==> src/rtl/button_hold_detector_if.sv <==
// Button-side signal bundle for button_hold_detector: raw button in, debounced level and press events out.
// The master drives the raw button; the slave (the detector) drives the classified outputs.
interface button_hold_detector_if;
   logic btn_raw;
   logic btn_level;
   logic press_pulse;
   logic hold_pulse;
   logic hold_active;

   modport master (
      output btn_raw,
      input  btn_level,
      input  press_pulse,
      input  hold_pulse,
      input  hold_active
   );

   modport slave (
      input  btn_raw,
      output btn_level,
      output press_pulse,
      output hold_pulse,
      output hold_active
   );
endinterface

==> src/rtl/button_hold_detector.sv <==
// Debounces the keypad clear button and classifies each press as short (press_pulse) or long (hold_pulse).
// Define BTN_ACTIVE_LOW_EN for a button input that reads 0 when pressed.
module button_hold_detector #(
   parameter int CLK_FREQ_HZ = 1000,
   parameter int DEBOUNCE_MS = 20,
   parameter int HOLD_S      = 5
) (
   input  logic                   clk,
   input  logic                   reset_in,
   button_hold_detector_if.slave  bus
);
   localparam int DEBOUNCE_CYCLES = DEBOUNCE_MS * CLK_FREQ_HZ / 1000;
   localparam int HOLD_CYCLES     = HOLD_S * CLK_FREQ_HZ;
   localparam int DB_W            = $clog2(DEBOUNCE_CYCLES + 1);
   localparam int HOLD_W          = $clog2(HOLD_CYCLES + 1);

   localparam logic [DB_W-1:0]   DB_MAX   = DB_W'(DEBOUNCE_CYCLES);
   localparam logic [HOLD_W-1:0] HOLD_MAX = HOLD_W'(HOLD_CYCLES);
   localparam logic [HOLD_W-1:0] HOLD_PRE = HOLD_W'(HOLD_CYCLES - 1);

   typedef enum logic [1:0] {
      ST_IDLE,
      ST_PRESSED,
      ST_HELD
   } state_t;

   // The synchronizer carries the raw pin polarity; its reset value is always "released".
`ifdef BTN_ACTIVE_LOW_EN
   localparam logic SYNC_RST = 1'b1;
`else
   localparam logic SYNC_RST = 1'b0;
`endif

   logic              r_sync1;
   logic              r_sync2;
   logic              w_btn_sync;
   logic [DB_W-1:0]   r_db_cnt;
   logic              r_level;
   logic              w_level_next;
   logic              w_rise;
   logic              w_fall;
   logic [HOLD_W-1:0] r_hold_cnt;
   logic              w_hold_reach;
   state_t            r_state;
   state_t            w_state_next;
   logic              w_press_next;
   logic              w_hold_next;
   logic              r_press_pulse;
   logic              r_hold_pulse;
   logic              r_hold_active;

   // NOTE: sequential state uses non-blocking assignments so every flop samples pre-edge values.
   always_ff @(posedge clk) begin
      if (reset_in) begin
         r_sync1 <= SYNC_RST;
         r_sync2 <= SYNC_RST;
      end else begin
         r_sync1 <= bus.btn_raw;
         r_sync2 <= r_sync1;
      end
   end

`ifdef BTN_ACTIVE_LOW_EN
   assign w_btn_sync = ~r_sync2;
`else
   assign w_btn_sync = r_sync2;
`endif

   // NOTE: every always_comb output gets a default first so no path can infer a latch.
   always_comb begin
      w_level_next = r_level;
      if ((w_btn_sync != r_level) && (r_db_cnt == DB_MAX)) begin
         w_level_next = ~r_level;
      end
   end

   assign w_rise = ~r_level & w_level_next;
   assign w_fall = r_level & ~w_level_next;

   always_ff @(posedge clk) begin
      if (reset_in) begin
         r_db_cnt <= '0;
         r_level  <= 1'b0;
      end else begin
         r_level <= w_level_next;
         if ((w_btn_sync == r_level) || (r_db_cnt == DB_MAX)) begin
            r_db_cnt <= '0;
         end else begin
            r_db_cnt <= r_db_cnt + 1'b1;
         end
      end
   end

   always_ff @(posedge clk) begin
      if (reset_in) begin
         r_hold_cnt <= '0;
      end else if (w_rise) begin
         r_hold_cnt <= '0;
      end else if (r_level && (r_hold_cnt != HOLD_MAX)) begin
         r_hold_cnt <= r_hold_cnt + 1'b1;
      end
   end

   // The count lands on HOLD_CYCLES at this edge; a simultaneous release still takes priority below.
   assign w_hold_reach = r_level && (r_hold_cnt == HOLD_PRE);

   always_ff @(posedge clk) begin
      if (reset_in) begin
         r_state       <= ST_IDLE;
         r_press_pulse <= 1'b0;
         r_hold_pulse  <= 1'b0;
         r_hold_active <= 1'b0;
      end else begin
         r_state       <= w_state_next;
         r_press_pulse <= w_press_next;
         r_hold_pulse  <= w_hold_next;
         r_hold_active <= (w_state_next == ST_HELD);
      end
   end

   always_comb begin
      w_state_next = r_state;
      w_press_next = 1'b0;
      w_hold_next  = 1'b0;
      unique case (r_state)
         ST_IDLE: begin
            if (w_rise) begin
               w_state_next = ST_PRESSED;
            end
         end
         ST_PRESSED: begin
            if (w_fall) begin
               w_state_next = ST_IDLE;
               w_press_next = 1'b1;
            end else if (w_hold_reach) begin
               w_state_next = ST_HELD;
               w_hold_next  = 1'b1;
            end
         end
         ST_HELD: begin
            if (w_fall) begin
               w_state_next = ST_IDLE;
            end
         end
         default: begin
            w_state_next = ST_IDLE;
         end
      endcase
   end

   assign bus.btn_level   = r_level;
   assign bus.press_pulse = r_press_pulse;
   assign bus.hold_pulse  = r_hold_pulse;
   assign bus.hold_active = r_hold_active;
endmodule

==> src/flat_wrapper.sv <==
// flat-port wrapper written by rule: the top's interface ports become plain ports
module button_hold_detector_flat 
#(
   parameter int CLK_FREQ_HZ = 1000,
   parameter int DEBOUNCE_MS = 20,
   parameter int HOLD_S      = 5
)
  (clk, reset_in, bus_btn_raw, bus_btn_level, bus_press_pulse, bus_hold_pulse, bus_hold_active);
  button_hold_detector_if bus_i ();
  input  logic clk;
  input  logic reset_in;
  input wire logic [$bits(bus_i.btn_raw)-1:0] bus_btn_raw;
  output wire logic [$bits(bus_i.btn_level)-1:0] bus_btn_level;
  output wire logic [$bits(bus_i.press_pulse)-1:0] bus_press_pulse;
  output wire logic [$bits(bus_i.hold_pulse)-1:0] bus_hold_pulse;
  output wire logic [$bits(bus_i.hold_active)-1:0] bus_hold_active;
  assign bus_i.btn_raw = bus_btn_raw;
  assign bus_btn_level = bus_i.btn_level;
  assign bus_press_pulse = bus_i.press_pulse;
  assign bus_hold_pulse = bus_i.hold_pulse;
  assign bus_hold_active = bus_i.hold_active;
  button_hold_detector #(.CLK_FREQ_HZ(CLK_FREQ_HZ), .DEBOUNCE_MS(DEBOUNCE_MS), .HOLD_S(HOLD_S)) u_core (.clk(clk), .reset_in(reset_in), .bus(bus_i));
endmodule
==> config.mk <==
export PLATFORM = sky130hd
export DESIGN_NAME = button_hold_detector_flat
export DESIGN_NICKNAME = d
export VERILOG_FILES = /design/src/rtl/button_hold_detector_if.sv /design/src/rtl/button_hold_detector.sv /design/src/flat_wrapper.sv
export SDC_FILE = /design/constraint.sdc
export NUM_CORES = 1
export LEC_CHECK = 0
export CORE_AREA = 2 2 55 47
export DETAILED_ROUTE_END_ITERATION = 10
export DIE_AREA = 0 0 57 49
export HOLD_SLACK_MARGIN = 0.06
export PLACE_DENSITY = 0.73
export SLEW_MARGIN = 20
export SYNTH_ARGS = -nofsm -noshare
export SYNTH_HDL_FRONTEND = slang
export SYNTH_SLANG_ARGS = --single-unit
==> constraint.sdc <==
create_clock -name clk -period 3.8 [get_ports clk]
set_clock_uncertainty 0.1 [all_clocks]
set_input_delay 0.76 -clock clk [delete_from_list [all_inputs] [get_ports clk]]
set_output_delay 0.76 -clock clk [all_outputs]
set_load 0.1 [all_outputs]
# After elaboration in Yosys (flattened, before gate mapping)
# Cells that the tools add are included.
[classes]
add_sub_neg = 2
n_mul = 0
div_mod_pow = 0
magnitude_cmp = 0
eq_ne = 8
shift = 0
mux = 8
n_bitwise = 5
reduce_logical = 9
[ops]
columns = ["op", "n"]
rows = [
  ["$add A13 B1 Y13 const B", 1],
  ["$eq A13 B13 Y1 const B", 1],
  ["$ne A13 B13 Y1 const B", 1],
  ["$mux W2", 4],
  ["$pmux W2 S3", 1],
  ["$reduce_or A2 Y1", 3],
  ["$add A5 B1 Y5 const B", 1],
  ["$eq A5 B5 Y1 const B", 1],
  ["$eq A2 B2 Y1 const B", 2],
  ["$logic_and A1 B1 Y1", 3],
  ["$mux W1", 3],
  ["$not A1 Y1", 3],
  ["$reduce_or A3 Y1", 1],
  ["$and A1 B1 Y1", 2],
  ["$eq A2 B1 Y1 const B", 1],
  ["$logic_not A2 Y1", 1],
  ["$eq A1 B1 Y1", 1],
  ["$logic_or A1 B1 Y1", 1],
  ["$ne A1 B1 Y1", 1],
]
[word_totals]
reg_bits = 26
latchBits = 0
ram_bits = 0
mem_bits_ro = 0
in_bits = 3
output_inout_bits = 4
word_cells = 41
mem_count = 0

# Logic depth before layout (Yosys ltp)
# Gate-level depths: netlist (run 1).
[depth]
word_depth = 8
mapped_depth = 6
mapped_depth_nobuf = 6

# Worst setup path after synthesis (run 1)
# OpenSTA, ideal clock, no wires.
[synth_timing]
path_kind = "register to register"
startpoint = "register u_core.r_level, in the netlist u_core.bus.btn_level"
endpoint = "register u_core.r_hold_active, in the netlist u_core.bus.hold_active"
setup_ns = 0.095
arrival_ns = 2.058
required_time_ns = 3.605
path_slack_ns = 1.546
stages_incl_launch_ff = 6
path_buffers = 1
period_less_slack_ns = 2.254
path_cell_list = "dfxtp_1 -> buf_2 -> nand4b_1 -> nor4_2 -> nand3b_1 -> a221oi_1"
[synth_via]
elab_chain_cells = 8
word_cells_on_any_way = 14
classes_between = "2 x eq/ne; 6 x mux; 4 x bitwise; 2 x reduce/logical"
[synth_rtl]
columns = ["element", "line_no", "source"]
rows = [
  ["start: declaration", "button_hold_detector.sv:38", "logic r_level;"],
  ["start signal: assignment", "button_hold_detector.sv:85", "r_level <= w_level_next;"],
  ["$ne A1 B1 Y1", "button_hold_detector.sv:72", "if ((w_btn_sync != r_level) && (r_db_cnt == DB_MAX)) begin"],
  ["$logic_and A1 B1 Y1", "button_hold_detector.sv:72", ""],
  ["$mux W1", "button_hold_detector.sv:72", ""],
  ["$not A1 Y1", "button_hold_detector.sv:78", "assign w_fall = r_level & ~w_level_next;"],
  ["$and A1 B1 Y1", "button_hold_detector.sv:78", ""],
  ["$mux W2, on equally long branches", "button_hold_detector.sv:141, button_hold_detector.sv:132", ""],
  ["$pmux W2 S3 (*)", "button_hold_detector.sv:125", "unique case (r_state)"],
  ["$eq A2 B2 Y1 (*)", "button_hold_detector.sv:117", "r_hold_active <= (w_state_next == ST_HELD);"],
  ["end signal: assignment", "button_hold_detector.sv:117", ""],
  ["end: declaration", "button_hold_detector.sv:50", "logic r_hold_active;"],
]
# Every way passes the cells marked *; elsewhere a longest branch is shown, timed or not.
# A chain may end at the register's enable or synchronous reset.

# Final worst setup path (run 1)
[layout_timing]
startpoint = "register u_core.r_hold_active, in the netlist u_core.bus.hold_active"
endpoint = "output port bus_hold_active"
[layout_rtl]
columns = ["element", "line_no", "source"]
rows = [
  ["end: declaration", "flat_wrapper.sv:16", "output wire logic [$bits(bus_i.hold_active)-1:0] bus_hold_active;"],
]
# No word-level cell between the ends.

==> impl_table.tex, run 1 <==
\begin{tabular}{lr}
\hline
Metric & Value \\
\hline
\multicolumn{2}{l}{\textbf{Global routing}} \\
Global-route wire length before repair & 3710 µm \\
Antenna violations before repair & 0 \\
Vias in the first global route & about 870 \\
Maximum number of pins on one net before global-route repair & 16 \\
Remaining global-route overflow & 0 \\
Total GRT Usage & 16.8\% \\
\multicolumn{2}{l}{\textbf{Clock tree}} \\
Clock-pin slew of the registers on the worst-case setup and hold paths & 0.14 ns \\
Clock insertion delay at the later pin of the skew report & approximately 0.32 ns \\
Post-CTS sizing & 0 \\
Sinks on Clock Net & 26 \\
Clock tree from TritonCTS & done \\
Count of buffers added by post-CTS timing repair for setup & 0 \\
Number of hold buffers added after CTS & 0 \\
Number of buffers created by CTS & 3 \\
Clock root buffer & clkbuf\_4 \\
H-tree depth reported by CTS & 1 \\
Longest Clk Path Bufs & 2 \\
\multicolumn{2}{l}{\textbf{Place}} \\
RePlAce Congestion & between 0.7 and 0.8 \\
Port Buffers & 6 \\
Half-perimeter wire length after detailed placement & between 1000 and 1500 µm \\
\multicolumn{2}{l}{\textbf{Power}} \\
Worst-case vdd ir drop & between 0.4 and 0.5 mV \\
Lkg Pwr & 0.427 nW \\
Power density normalized to cell area & 363 nW/µm² \\
\multicolumn{2}{l}{\textbf{Floorplanning}} \\
Vert. Die Dim & between 40 and 50 µm \\
Die span in x & roughly 57 µm \\
Placement row count & 16 \\
Top-level port count & 7 \\
Initial cell density of the core & 52.1\% \\
Placeable core region & 2280 µm² \\
Floorplan die area & $\sim$2800 µm² \\
\multicolumn{2}{l}{\textbf{Synthesis}} \\
Distinct cells, synth & 35 \\
Post-Syn Area per Cell & approximately 9.3 µm² \\
Mapped Nets & between 100 and 150 \\
Seq/Total Area, Yosys & between 40\% and 50\% \\
Yosys reg bits & 26 \\
Yosys warnings & 0 \\
Number of instances in the synthesized netlist & 128 \\
Post-Syn Area & 1190 µm² \\
\multicolumn{2}{l}{\textbf{Routing}} \\
Routed wire length & 2050 µm \\
Wire length per cell & 12.6 µm \\
Via count & just over 900 \\
First-pass detailed-route iteration total & 4 \\
Detail-routed via count per cell & 5.64 \\
Detailed Route Iter0 Violations & 10 \\
Residual DRC count & 0 \\
Antenna-violating nets left & 0 \\
\multicolumn{2}{l}{\textbf{Setup path}} \\
Dominant delay contributor by cell family on the critical path & buffers and inverters \\
Beginning of the worst register-to-register path & u\_core.r\_hold\_cnt[3] \\
Setup slack of the most critical reg-to-reg path & 1.94 ns \\
RR Endpoint & u\_core.r\_hold\_cnt[9] \\
Crit Path Category & register to primary output \\
Critical path, cell by cell & clkdlybuf4s50\_1 \\
CP max-delay cell & clkdlybuf4s50\_1 \\
Crit Path Max Fanout & 1 \\
Buf+Inv Stages, Crit Path & 1 \\
End point of the critical path & bus\_hold\_active \\
Critical path startpoint category & register \\
Worst setup path startpoint & u\_core.bus.hold\_active \\
Cells on worst reg2reg path & 4 \\
Stage delay of the slowest cell on the critical path & 1.13 ns \\
Endpoint arrival time on the critical path & around 1.8 ns \\
Type of element capturing the critical path & primary output \\
Data required time of the worst path & between 2 and 3 ns \\
Stages on worst setup path & 1 \\
\multicolumn{2}{l}{\textbf{Outcome}} \\
Status & completed \\
\multicolumn{2}{l}{\textbf{Finish}} \\
Net count, final & $\sim$140 \\
Commonest non-fill, non-tap cells in the layout & dfxtp\_1, nor2\_1, nand2\_1, inv\_1, a21oi\_1 \\
Antenna diode count & 0 \\
Filler cells & about 220 \\
Ratio of cells with drive above 1 in the final layout & slightly above 8\% \\
Leading cell type in the layout, fill and taps excluded & dfxtp\_1 \\
Area growth, synth to finish & 10.7\% \\
FF/Latch Area & $\sim$520 µm² \\
Multi-input gate area & between 600 and 700 µm² \\
\multicolumn{2}{l}{\textbf{STA}} \\
Max\_slew headroom & 34.9\% \\
Peak clock frequency supported by timing & roughly 380 MHz \\
Count of endpoints failing setup in the final report & 0 \\
Number of failing hold endpoints at the final stage & 0 \\
Hold Worst Slack & 0.360 ns \\
Final Critical Period & between 2 and 3 ns \\
Period Utilization, post-route & a little over two thirds \\
Setup repair after global routing missed its margin & false \\
Total negative slack for setup checks & 0 ns \\
Pins Over Slew Limit & 0 \\
Worst-Margin Slew & a little under 1 ns \\
\multicolumn{2}{l}{\textbf{Flow run}} \\
Number of maximum-capacitance violations & 0 \\
\multicolumn{2}{l}{\textbf{Min path}} \\
Path class of the lowest-slack min-delay path & register to register \\
\hline
\end{tabular}
[report_power, final]
| part | total [W] | internal, W | switching, W |
|---|---|---|---|
| clock | 0.000189 | 0.000107 | 0.0000820 |
| sequential | 0.000277 | 0.000275 | 0.00000165 |
| combinational | 0.0000125 | 0.00000588 | 0.00000660 |
[cell type report]
class                      count  share of cell area (%)
multi-input combinational     91                    47.2
clock buffer                   3                    1.71
sequential                    26                    39.5
timing repair buffer           6                    4.37
tap                           27                    2.57
clock inverter                 1                    2.28
inverter                       8                    2.28
[sequential cells by signal (all words and copies together), names as in the netlist]
signal,count
u_core.bus.press_pulse,1
u_core.bus.hold_pulse,1
u_core.r_state,2
u_core.bus.hold_active,1
u_core.r_sync1,1
u_core.bus.btn_level,1
u_core.r_sync2,1
u_core.r_hold_cnt,13
u_core.r_db_cnt,5
[synthesized netlist by cell type, drive strengths merged]
library cell	n	share of area, %
nand2	9	2.8
xor2	5	3.7
o21ai	4	1.7
or4	1	0.63
and4b	1	0.84
nor3b	1	0.63
buf	2	1.1
and3	1	0.53
or4b	1	1.2
nand3	4	1.7
nand4b	3	2.2
xnor2	6	4.4
nand4	4	3.4
a21oi	8	3.4
ha	4	4.2
or3	6	3.4
o211ai	1	0.63
clkbuf	1	0.32
nor2	13	4.1
nor4	6	4.9
o41ai	1	0.74
nor3	2	0.84
nand3b	3	1.9
inv	8	2.5
a221oi	2	1.5
nor2b	3	1.6
dfxtp	26	44
o32a	1	0.84
a21o	1	0.63
[cells by family after synthesis]
family | Yosys count | share of synthesized area, %
simple gates | 58 | 30.6
buf+inv | 11 | 3.89
xor+xnor | 11 | 8.11
flops | 26 | 43.8
compound gates | 18 | 9.37
fa+ha+maj | 4 | 4.21
[how the worst min path moves through the flow]
| stage | from | slack (ns) | cells after the start | end |
|---|---|---|---|---|
| after floorplan | u_core.r_sync1 | 0.31 | 1 | u_core.r_sync2 |
| after global placement | u_core.r_sync1 | 0.33 | 1 | u_core.r_sync2 |
| after detailed placement | u_core.r_sync1 | 0.34 | 1 | u_core.r_sync2 |
| after CTS | u_core.r_sync1 | 0.36 | 1 | u_core.r_sync2 |
| after global routing | u_core.r_sync1 | 0.38 | 1 | u_core.r_sync2 |
| final | u_core.r_sync1 | 0.36 | 1 | u_core.r_sync2 |
[through the flow]
stage	utilization, %	cells	total power, W	area (µm²)	worst slack (ns)
after floorplan	-	128	0.000292	1190	1.55
after global placement	55.4	158	0.000295	1260	1.52
after detailed placement	55.4	158	0.000295	1260	1.51
after CTS	57.7	162	0.000482	1320	1.12
after global routing	57.7	162	0.000495	1320	1.08
final	57.7	162	0.000478	1320	1.14
[metal layers]
layer / track usage (%) / wire (µm)
met2: 29.3 / 975
met3: 6.10 / 74
met1: 20.2 / 982
met5: 0 / 0
met4: 2.33 / 13
No activity file was read; power rests on OpenSTA's default activity.
==> inputs of run 2 (changes only) <==
CORE_AREA = 2 2 57 49   (was 2 2 55 47)
DIE_AREA = 0 0 59 51   (was 0 0 57 49)
PLACE_DENSITY = 0.7   (was 0.73)
clock period = 2.27 ns   (was 3.8 ns; I/O delays follow)
==> impl_table.tex, run 2 (synthesized netlist as in run 1, its figures left out) <==
\begin{tabular}{lr}
\hline
Metric & Value \\
\hline
\multicolumn{2}{l}{\textbf{Outcome}} \\
Status & completed \\
\multicolumn{2}{l}{\textbf{Clock tree}} \\
Clock tree from TritonCTS & done \\
Count of buffers added by post-CTS timing repair for setup & 0 (unchanged) \\
Longest Clk Path Bufs & 2 (unchanged) \\
Post-CTS sizing & 0 (unchanged) \\
Clock-pin slew of the registers on the worst-case setup and hold paths & 0.14 ns (about the same) \\
H-tree depth reported by CTS & 1 (unchanged) \\
Clock root buffer & clkbuf\_4 \\
Number of buffers created by CTS & 3 (unchanged) \\
Number of hold buffers added after CTS & 0 (unchanged) \\
Sinks on Clock Net & 26 (unchanged) \\
Clock insertion delay at the later pin of the skew report & 0.32 ns (about the same) \\
\multicolumn{2}{l}{\textbf{Flow run}} \\
Number of maximum-capacitance violations & 0 (unchanged) \\
\multicolumn{2}{l}{\textbf{Setup path}} \\
Critical path startpoint category & register \\
CP max-delay cell & or4\_1 \\
Critical path, cell by cell & nand4\_4 -> or4\_1 -> or3\_1 -> a21oi\_1 \\
Crit Path Category & register to register \\
Data required time of the worst path & 2.41 ns (-0.53 ns) \\
Cells on worst reg2reg path & 4 (unchanged) \\
Stage delay of the slowest cell on the critical path & 0.55 ns (-0.58 ns) \\
Type of element capturing the critical path & register \\
Crit Path Max Fanout & 9 (+8) \\
Endpoint arrival time on the critical path & 2.02 ns (+0.22 ns) \\
\multicolumn{2}{l}{\textbf{STA}} \\
Hold Worst Slack & 0.365 ns (+0.00529 ns) \\
Total negative slack for setup checks & 0 ns (unchanged) \\
Period Utilization, post-route & just over 80\% \\
Peak clock frequency supported by timing & around 530 MHz \\
Worst-Margin Slew & 0.396 ns (-0.577 ns) \\
Final Critical Period & around 1.9 ns \\
Max\_slew headroom & 73.4\% (+38 points) \\
Setup repair after global routing missed its margin & false \\
Pins Over Slew Limit & 0 (unchanged) \\
Number of failing hold endpoints at the final stage & 0 (unchanged) \\
Count of endpoints failing setup in the final report & 0 (unchanged) \\
\multicolumn{2}{l}{\textbf{Finish}} \\
Cell area after layout & 1310 µm² (-0.19\%) \\
Leading cell type in the layout, fill and taps excluded & dfxtp\_1 \\
Number of flip-flops in the largest register & 13 (unchanged) \\
Commonest non-fill, non-tap cells in the layout & dfxtp\_1, nor2\_1, nand2\_1, inv\_1, a21oi\_1 \\
Antenna diode count & 0 (unchanged) \\
Area growth, synth to finish & 10.5\% \\
Largest regs & u\_core.r\_hold\_cnt: 13 flops, u\_core.r\_db\_cnt: 5 flops, u\_core.r\_state: 2 flops \\
Filler cells & 246 (+11\%) \\
Register with the most flip-flops & u\_core.r\_hold\_cnt \\
Net count, final & 144 (+0.70\%) \\
Ratio of cells with drive above 1 in the final layout & 11.0\% (+2.9 points) \\
\multicolumn{2}{l}{\textbf{Routing}} \\
Residual DRC count & 0 (unchanged) \\
Detailed Route Iter0 Violations & 22 (+12) \\
First-pass detailed-route iteration total & 4 (unchanged) \\
Routed wire length & 2110 µm (+2.9\%) \\
Detail-routed via count per cell & 5.66 (+0.51\%) \\
Antenna-violating nets left & 0 (unchanged) \\
Wire length per cell & 12.8 µm (+1.6\%) \\
Via count & 929 (+1.8\%) \\
\multicolumn{2}{l}{\textbf{Power}} \\
Post-layout total power & 0.000712 W (+49\%) \\
Worst-case vdd ir drop & 0.348 mV (-25\%) \\
Power density normalized to cell area & 542 nW/µm² (+49\%) \\
Lkg Pwr & 0.435 nW (+1.7\%) \\
\multicolumn{2}{l}{\textbf{Min path}} \\
Path class of the lowest-slack min-delay path & register to register \\
Cell count of the worst hold path & 1 (unchanged) \\
\multicolumn{2}{l}{\textbf{Place}} \\
Cell Area, Placed & 1280 µm² (+1.1\%) \\
Port Buffers & 6 (unchanged) \\
Half-perimeter wire length after detailed placement & 1530 µm (+3.1\%) \\
RePlAce Congestion & 0.800 (+11\%) \\
\multicolumn{2}{l}{\textbf{Floorplanning}} \\
Die span in x & 59 µm (+3.5\%) \\
Placement row count & 17 (+1) \\
Floorplan die area & 3010 µm² (+7.7\%) \\
Vert. Die Dim & 51 µm (+4.1\%) \\
Top-level port count & 7 (unchanged) \\
Initial cell density of the core & 47.4\% (-4.7 points) \\
Placeable core region & 2510 µm² (+10\%) \\
\multicolumn{2}{l}{\textbf{Global routing}} \\
Vias in the first global route & 873 (+0.92\%) \\
Remaining global-route overflow & 0 (unchanged) \\
Global-route wire length before repair & 3820 µm (+3.0\%) \\
Maximum number of pins on one net before global-route repair & 15 (-1) \\
Total GRT Usage & 16.7\% (-0.12 points) \\
Antenna violations before repair & 0 (unchanged) \\
\hline
\end{tabular}
## run 2: worst paths after layout
| check | startpoint | end | slack (ns) |
|---|---|---|---|
| worst max-delay path | u_core.r_hold_cnt[2] | u_core.r_hold_cnt[9] | 0.39 |
| worst min register to register | u_core.r_sync1 | u_core.r_sync2 | 0.37 |
| worst max register to register | u_core.r_hold_cnt[2] | u_core.r_hold_cnt[9] | 0.39 |
| worst min-delay path | u_core.r_sync1 | u_core.r_sync2 | 0.37 |
## run 2: where the power goes
part,switching (W),leakage [nW],internal (W)
Clock,0.000129,0.0210,0.0000980
Combinational,0.0000114,0.204,0.00000987
Sequential,0.00000313,0.210,0.000460
## run 2: layer usage
metal / track usage (%) / part of all wire, %
met1: 20.8 / 49
met2: 28.7 / 47
met3: 4.56 / 2.6
met4: 3.41 / 0.81
met5: 0 / 0
## run 2: layout make-up
type	instances	area [µm²]	share of cell area, %
inverters	8	30.0	2.29
flip-flops and latches	26	520	39.6
multi-input cells	91	622	47.3
repair buffers	7	70.1	5.33
clock buffers	4	36.3	2.76
well taps	28	35.0	2.67
## run 2: worst max-delay path, delay by kind of cell, from the launching register on
family,cells,cell delay [ns]
and+or+nand+nor,3,1.06
DFF,1,0.51
AOI/OAI and AO/OA,1,0.14
## run 2: metrics by stage
| stage | worst slack [ns] | utilization (%) | instances |
|---|---|---|---|
| CTS | 0.383 | 52.3 | 164 |
| floorplan | 0.0164 | - | 128 |
| finish | 0.391 | 52.3 | 164 |
| detailed placement | 0.366 | 50.9 | 160 |
| global route | 0.271 | 52.3 | 164 |
| global placement | 0.434 | 50.9 | 160 |
